[config.mk]
export PLATFORM = sky130hd
export DESIGN_NAME = pipe4_datapath
export DESIGN_NICKNAME = d
export VERILOG_FILES = /design/src/rtl/pipe4_pkg.sv /design/src/rtl/pipe4_alu.sv /design/src/rtl/pipe4_datapath.sv
export SDC_FILE = /design/constraint.sdc
export NUM_CORES = 2
export LEC_CHECK = 0
export BUFFER_PORTS_ARGS = -buffer_cell sky130_fd_sc_hd__buf_2
export CORE_AREA = 2 2 728 730
export DETAILED_ROUTE_END_ITERATION = 7
export DIE_AREA = 0 0 730 732
export PLACE_DENSITY = 0.55
export SYNTH_ARGS = -nofsm -noshare
export SYNTH_HDL_FRONTEND = slang
export SYNTH_HIERARCHICAL = 1
export SYNTH_SLANG_ARGS = --single-unit
[constraint.sdc]
create_clock -name master -period 11.2 [get_ports master]
set_input_delay 2.24 -clock master [delete_from_list [all_inputs] [get_ports master]]
set_output_delay 2.24 -clock master [all_outputs]
set_load 0.05 [all_outputs]
[src/rtl/pipe4_pkg.sv]
// Purpose: shared widths, ALU opcodes and pipeline-register layouts for the
//          pipe4 datapath (operand fetch -> ALU -> write-back -> memory).
// Contents:
//   DW / RA / MA   data, register-address and memory-address widths
//   FN_*           ALU opcodes
//   s1_reg_t       fetch -> ALU register (R1)
//   s2_reg_t       ALU -> write-back register (R2)
//   s3_reg_t       write-back -> memory register (R3)
package pipe4_pkg;

    localparam int DW   = 16;
    localparam int RA   = 4;
    localparam int MA   = 8;
    localparam int NREG = 1 << RA;
    localparam int NMEM = 1 << MA;

    localparam logic [3:0] FN_ADD  = 4'd0;
    localparam logic [3:0] FN_SUB  = 4'd1;
    localparam logic [3:0] FN_MUL  = 4'd2;
    localparam logic [3:0] FN_PASA = 4'd3;
    localparam logic [3:0] FN_PASB = 4'd4;
    localparam logic [3:0] FN_AND  = 4'd5;
    localparam logic [3:0] FN_OR   = 4'd6;
    localparam logic [3:0] FN_XOR  = 4'd7;
    localparam logic [3:0] FN_NEG  = 4'd8;
    localparam logic [3:0] FN_NOT  = 4'd9;
    localparam logic [3:0] FN_SRL1 = 4'd10;
    localparam logic [3:0] FN_SLL1 = 4'd11;

    typedef struct packed {
        logic          v;
        logic [DW-1:0] a;
        logic [DW-1:0] b;
        logic [RA-1:0] rd;
        logic [3:0]    func;
        logic [MA-1:0] addr;
    } s1_reg_t;

    typedef struct packed {
        logic          v;
        logic [DW-1:0] z;
        logic [RA-1:0] rd;
        logic [MA-1:0] addr;
    } s2_reg_t;

    typedef struct packed {
        logic          v;
        logic [DW-1:0] z;
        logic [MA-1:0] addr;
    } s3_reg_t;

endpackage

[src/rtl/pipe4_alu.sv]
// Purpose: combinational ALU used by the second pipeline stage.
// Ports:
//   i_a, i_b  operands (DW bits)
//   i_func    opcode (FN_*); opcodes 12..15 produce zero
//   o_z       result, truncated to DW bits
module pipe4_alu
    import pipe4_pkg::*;
(
    input  logic [DW-1:0] i_a,
    input  logic [DW-1:0] i_b,
    input  logic [3:0]    i_func,
    output logic [DW-1:0] o_z
);

    always_comb begin
        o_z = '0;
        case (i_func)
            FN_ADD:  o_z = i_a + i_b;
            FN_SUB:  o_z = i_a - i_b;
            FN_MUL:  o_z = i_a * i_b;   // context width keeps the low DW bits
            FN_PASA: o_z = i_a;
            FN_PASB: o_z = i_b;
            FN_AND:  o_z = i_a & i_b;
            FN_OR:   o_z = i_a | i_b;
            FN_XOR:  o_z = i_a ^ i_b;
            FN_NEG:  o_z = -i_a;
            FN_NOT:  o_z = ~i_a;
            FN_SRL1: o_z = i_a >> 1;
            FN_SLL1: o_z = i_a << 1;
            default: o_z = '0;
        endcase
    end

endmodule

[src/rtl/pipe4_datapath.sv]
// Purpose: four-stage register/ALU/memory pipeline with full forwarding.
//   S1 operand fetch -> R1, S2 ALU -> R2, S3 regfile write -> R3,
//   S4 data-memory write from R3.
// Ports:
//   master              clock, all state on posedge
//   rst_n               asynchronous active-low reset
//   in_valid            instruction present this cycle
//   rs1, rs2, rd        source A/B and destination register
//   func                ALU opcode
//   addr                memory write address
//   out_valid/out_z/out_addr   memory write committing this cycle (R3)
//   dbg_ra -> dbg_rd    combinational register-file read
//   dbg_ma -> dbg_md    combinational data-memory read
//
// Valid semantics: there is no back-pressure. Every cycle with in_valid=1
// launches exactly one instruction; the v bit travels with it through
// R1/R2/R3 and qualifies both the regfile write (out of R2) and the memory
// write (out of R3). Clearing a v bit is the only way a write is suppressed.
module pipe4_datapath
    import pipe4_pkg::*;
(
    input  logic          master,
    input  logic          rst_n,
    input  logic          in_valid,
    input  logic [RA-1:0] rs1,
    input  logic [RA-1:0] rs2,
    input  logic [RA-1:0] rd,
    input  logic [3:0]    func,
    input  logic [MA-1:0] addr,
    output logic          out_valid,
    output logic [DW-1:0] out_z,
    output logic [MA-1:0] out_addr,
    input  logic [RA-1:0] dbg_ra,
    output logic [DW-1:0] dbg_rd,
    input  logic [MA-1:0] dbg_ma,
    output logic [DW-1:0] dbg_md
);

    s1_reg_t       r_s1;
    s2_reg_t       r_s2;
    s3_reg_t       r_s3;
    logic [DW-1:0] r_rf  [NREG];
    logic [DW-1:0] r_mem [NMEM];

    logic [DW-1:0] w_alu_z;
    logic [DW-1:0] w_opa;
    logic [DW-1:0] w_opb;

    pipe4_alu u_alu (
        .i_a    (r_s1.a),
        .i_b    (r_s1.b),
        .i_func (r_s1.func),
        .o_z    (w_alu_z)
    );

    // Forwarding: the younger producer (still in the ALU) overrides the older
    // one in R2, which overrides the regfile. Distance 3+ needs no bypass
    // because R2 has already been written to the regfile on that edge.
    always_comb begin
        w_opa = r_rf[rs1];
        if (r_s2.v && (r_s2.rd == rs1)) w_opa = r_s2.z;
        if (r_s1.v && (r_s1.rd == rs1)) w_opa = w_alu_z;

        w_opb = r_rf[rs2];
        if (r_s2.v && (r_s2.rd == rs2)) w_opb = r_s2.z;
        if (r_s1.v && (r_s1.rd == rs2)) w_opb = w_alu_z;
    end

    always_ff @(posedge master or negedge rst_n) begin
        if (!rst_n) begin
            r_s1 <= '0;
            r_s2 <= '0;
            r_s3 <= '0;
            for (int i = 0; i < NREG; i++) r_rf[i] <= '0;
        end else begin
            r_s1.v    <= in_valid;
            r_s1.a    <= w_opa;
            r_s1.b    <= w_opb;
            r_s1.rd   <= rd;
            r_s1.func <= func;
            r_s1.addr <= addr;

            r_s2.v    <= r_s1.v;
            r_s2.z    <= w_alu_z;
            r_s2.rd   <= r_s1.rd;
            r_s2.addr <= r_s1.addr;

            r_s3.v    <= r_s2.v;
            r_s3.z    <= r_s2.z;
            r_s3.addr <= r_s2.addr;

            if (r_s2.v) r_rf[r_s2.rd] <= r_s2.z;
        end
    end

    // Data memory keeps its contents across reset; an in-flight write is
    // dropped only because reset clears R3.v.
    always_ff @(posedge master) begin
        if (r_s3.v) r_mem[r_s3.addr] <= r_s3.z;
    end

    assign out_valid = r_s3.v;
    assign out_z     = r_s3.z;
    assign out_addr  = r_s3.addr;
    assign dbg_rd    = r_rf[dbg_ra];
    assign dbg_md    = r_mem[dbg_ma];

endmodule

# Word-level counts from Yosys, hierarchy flattened
# Memory sizes are Yosys's and may differ from the RTL's.
# Cells that the tools add are included.
# classes
add_sub_neg	3
n_bitwise	8
n_eq_ne	15
muxes	19
n_reduce_logical	6
order_cmp	5
multipliers	1
# ops
cell	count
$bwmux 256	1
$bmux 16 s4	3
$pmux 16 s12	1
$mux 16	11
$demux 16 s4	1
$ge 5x5->1 const B	4
$not 4->5	4
$add 16x16->16	1
$and 16x16->16	1
$eq 4x3->1 const B	4
$eq 4x4->1	4
$eq 4x4->1 const B	4
$mul 16x16->16	1
$neg 16->16	1
$not 16->16	1
$or 16x16->16	1
$sub 16x16->16	1
$xor 16x16->16	1
$eq 4x2->1 const B	2
$logic_and 1x1->1	5
$lt 5x1->1 const B	1
$eq 4x1->1 const B	1
$logic_not 4->1	1
$mux 1	2
# totals
reg_bits	359
mem_bits_rw	4096
n_memories	1
wordCells	87
input_bits	39
out_inout_bits	57
# memory_table
memory	words	width	read_ports	rd_ports_with_merged_regs	wr	line	source
r_mem	256	16	1	0	1	pipe4_datapath.sv:43	logic [DW-1:0] r_mem [NMEM];

# Logic depth before layout (Yosys ltp)
# depth
depth_word	6
depth_mapped	24
mapped_depth_nobuf	22

# Cells and area by module
# Netlist, hierarchy kept.
# modules_own_cells
mod	area_each_um2	instances	cells_per_inst	seq_area_each_um2
pipe4_datapath	176938.4	1	8410	131981.6
pipe4_alu	6591.3	1	881	0.0

# Least setup slack after synthesis
# Ideal clock, no wire load.
# synth_path
kind	input to output
from	in dbg_ma[7]
to	out dbg_md[14]
n_path_buf	4
arrival_ns	5.385
required_time_ns	8.960
cell_stages	10
setup_slack_ns	3.575
path_cell_list	clkbuf_1 and3b_1 clkbuf_1 nand2_1 clkbuf_1 buf_1 nor3_1 nor4b_1 nand3_1 nor4_1
# synth_via
elab_chain_len	1
# synth_lines
element	line	source
start: declaration	pipe4_datapath.sv:35	input logic [MA-1:0] dbg_ma,
$mem_v2 256x16	n/a	
end: declaration	pipe4_datapath.sv:36	output logic [DW-1:0] dbg_md
# Every way passes these cells.

# Final worst setup path
# layout_path
from	in dbg_ma[1]
to	out dbg_md[8]
# Same word-level chain as after synthesis.

==> impl_metrics.ini <==
[drt]
drt_wl_total_microns = 541000
antenna_violating_nets_post_route = 0
first_pass_iters = 8
dr_total_vias = 96592
drtIter0Drc = 12370
wirelength_per_cell_microns = 31.7
route.detailed.vias_per_inst = 5.66
residual_drc = 1

[clock_tree]
clock_tree.htree_level_count = 5
worst_setup_hold_path_clk_slew_ns = 0.06
number_of_buffers_added_for_setup_after_cts = 0
cts_hold_buffers = 0
cts_resized = 0
worst_skew_pair.late_latency_ns = 1.05
numCtsBuffers = 440
cts_buffer_depth = 4
clockRootBuffer = sky130_fd_sc_hd__clkbuf_16
tritoncts = built
clock-sinks = 4455

[die]
die_area_sq_um = 534000
floorplan.initialDensity_pct = 34.8
chip_height_microns = 732
core_region_sq_um = 527000
top_level_ports = 96
std_cell_rows = 267
dieWidth_microns = 730

[worst_hold_path]
timing.hold.worst.class = flop to flop

[yosys]
synth_adder_area_share_pct = 1.55
netlist_instances = 9291
synth.ff_latch_count = 4455
synth-main-ff-cell = sky130_fd_sc_hd__edfxtp_1
post_synth_and_or_nand_nor_area_fraction_pct = 2.46
yosys.area_share.xor_xnor_pct = 0.437
synth_cell_types = 77
post-synth-top-area-cell = sky130_fd_sc_hd__edfxtp_1
synth_compound_gate_area_share_pct = 3.38
muxShareOfSynthArea_pct = 18.2
synth_top_area_share_pct = 67.0
syn-cell-area_sq_um = 184000
sequential_area_share_after_synthesis_pct = 71.9
combinational_family_with_the_most_area_after_synthesis = multiplexers
synth_top_cells_by_area = sky130_fd_sc_hd__edfxtp_1 67%, sky130_fd_sc_hd__mux4_2 13%, sky130_fd_sc_hd__dfrtp_1 4.9%, sky130_fd_sc_hd__mux2i_1 3.3%, sky130_fd_sc_hd__mux2_2 1.6%
syn_area_cell_sq_um = 19.8
synth_enable_flop_cells = 4096
synth_fp_nets = 9509
yosysWarningCount = 6
synthArstFlopShare_pct = 8.06

[critical_path]
reg2reg_setup_slack_ns = 4.06
timing_worst_setup_path_type = input port to primary output
worst_ep_arrival_time_ns = 7.47
timing.critical_path.from_type = input port
cp_max_fo = 93
crit_required_ns = 8.96
endpoint_kind = primary output

[sta]
final-hold-violation-count = 0
final.min_clock_period_ns = 9.71
worst_hold_slack_ns = 0.349
number_of_pins_exceeding_their_max_slew_limit_in_the_final_report = 0
grt_setup_unrepaired = no
highest_attainable_clock_frequency_mhz = 103
tightest_slew_ns = 1.38
timing.final.setup_violations = 0
setup_total_negative_slack_ns = 0
timing.slew.headroom_pct = 7.02
timing.clock.skew_ns = 0.107
finalCritPeriodShare_pct = 86.7

[pwr]
max-vdd-ir-drop_v = 0.000192
pwr_density_cell_nw_per_um2 = 210
p_leak_nw = 68.5

[global_route]
overflow = 0
grt_pass1_wl_microns = 755000
antenna_found_initial = 28
first_global_vias = 95883
grt_start_max_net_pins = 177
gr-usage-all-layers_pct = 19.7

[final_layout]
combined_area_of_the_multi_input_logic_cells_sq_um = 48200
seqCellArea_sq_um = 132000
area_growth_syn_to_layout_pct = 13.3
finish.net_count = 9921
fin_cells = 17077
layout.core_utilization_pct = 39.5
fillerInstances = 46720
final_layout_size_suffix_gt1_share_pct = 26.5

[flow_run]
maxCapViolations = 0

[outcome]
violations_in_the_final_reports = DRC
status = finished with violations

[placed_design]
gp_congestion = 0.891
port_buffers = 95
detailedPlacementHpwl_microns = 330000
place_inst = 16255
-- layout make-up --
type	count	share of cell area [%]
well taps	6994	4.21
repair buffers	554	2.15
flip-flops and latches	4455	63.5
diodes	12	0.0144
inverters	152	0.283
multi-input cells	4100	23.2
clock inverters	237	1.05
clock buffers	573	5.61
-- cell families after synthesis --
logic type	Yosys count
flip-flops	4455
multiplexers	1946
AND/OR/NAND/NOR	1029
AO/OA/AOI/OAI	856
buffers and inverters	736
adder cells (fa/ha/maj)	179
XOR/XNOR	90
-- flip-flops by register name, indices dropped and copies added, names as in the netlist --
name and count:
out_addr 8, out_valid 1, out_z 16, r_mem 4096, r_rf 256, r_s1 49
r_s2 29
-- stage by stage --
stage / setup slack (ns) / instance area [sq um] / power (mW)
2_1_floorplan: 3.58 / 184000 / 26.6
3_3_place_gp: 1.66 / 194000 / 29.3
3_5_place_dp: 1.77 / 194000 / 29.6
4_1_cts: 1.77 / 208000 / 43.9
5_1_grt: 1.75 / 208000 / 45.1
6_report: 1.49 / 208000 / 43.7
-- synth_stat cells, types with 59 or more instances --
cell	count
sky130_fd_sc_hd__ha_1	98
sky130_fd_sc_hd__xnor2_1	70
sky130_fd_sc_hd__nor2_1	455
sky130_fd_sc_hd__nand2_1	245
sky130_fd_sc_hd__fa_1	81
sky130_fd_sc_hd__o221ai_1	230
sky130_fd_sc_hd__o21ai_0	107
sky130_fd_sc_hd__buf_6	59
sky130_fd_sc_hd__edfxtp_1	4096
sky130_fd_sc_hd__buf_2	114
sky130_fd_sc_hd__mux4_2	1068
sky130_fd_sc_hd__a21oi_1	140
sky130_fd_sc_hd__mux2_2	258
sky130_fd_sc_hd__mux2i_1	608
sky130_fd_sc_hd__clkbuf_1	287
sky130_fd_sc_hd__o22ai_1	132
sky130_fd_sc_hd__dfrtp_1	359
sky130_fd_sc_hd__nor3_1	158
sky130_fd_sc_hd__inv_1	139
-- worst paths after layout --
kind | from | end | cells past startpoint
min reg2reg | r_s2[6]$_DFF_PN0_ | out_addr[6]$_DFF_PN0_ | 0
max reg2reg | r_s1[38]$_DFF_PN0_ | r_s1[30]$_DFF_PN0_ | 21
min | r_s2[6]$_DFF_PN0_ | out_addr[6]$_DFF_PN0_ | 0
max in group asynchronous | rst_n | out_z[11]$_DFF_PN0_ | 2
max | dbg_ma[1] | dbg_md[8] | 11
min in group asynchronous | rst_n | r_rf[104]$_DFFE_PN0P_ | 1
-- where the power goes --
group,internal [mW],total (mW),leakage (nW),switching [mW]
logic,2.40,7.48,19.9,5.08
registers,20.7,21.8,41.8,1.09
clock network,7.96,14.4,6.77,6.43
total,31.1,43.7,68.5,12.6
-- layout by cell type, fill, tap and decap left out, types with 138 or more instances in the layout --
cell type,n
sky130_fd_sc_hd__nor2_1,349
sky130_fd_sc_hd__mux2i_1,608
sky130_fd_sc_hd__mux4_2,1068
sky130_fd_sc_hd__mux2_2,258
sky130_fd_sc_hd__inv_1,138
sky130_fd_sc_hd__nor3_1,158
sky130_fd_sc_hd__edfxtp_1,4096
sky130_fd_sc_hd__o221ai_1,230
sky130_fd_sc_hd__dfrtp_1,343
sky130_fd_sc_hd__buf_4,435
sky130_fd_sc_hd__a21oi_1,140
sky130_fd_sc_hd__nand2_1,243
sky130_fd_sc_hd__clkbuf_16,442
-- critical path: stages --
cell                       delay [ns]
sky130_fd_sc_hd__buf_8           0.40
sky130_fd_sc_hd__nand2_4         0.41
sky130_fd_sc_hd__buf_12          0.33
sky130_fd_sc_hd__buf_4           0.42
sky130_fd_sc_hd__o221ai_1        0.50
sky130_fd_sc_hd__nor3_1          0.21
sky130_fd_sc_hd__a2111o_1        0.52
sky130_fd_sc_hd__nor4_1          0.44
sky130_fd_sc_hd__nor4bb_2        0.98
sky130_fd_sc_hd__o311a_1         0.48
sky130_fd_sc_hd__buf_12          0.18
-- layer usage --
metal / global-route usage [%] / vias to the layer above / wire length, microns
met5: 0 / - / 41
met4: 5.95 / 6 / 17900
met3: 3.63 / 785 / 45400
met2: 30.6 / 4446 / 250000
met1: 28.2 / 52249 / 228000
li1: - / 39106 / -
Note: power is estimated with default switching activity, not from simulation.
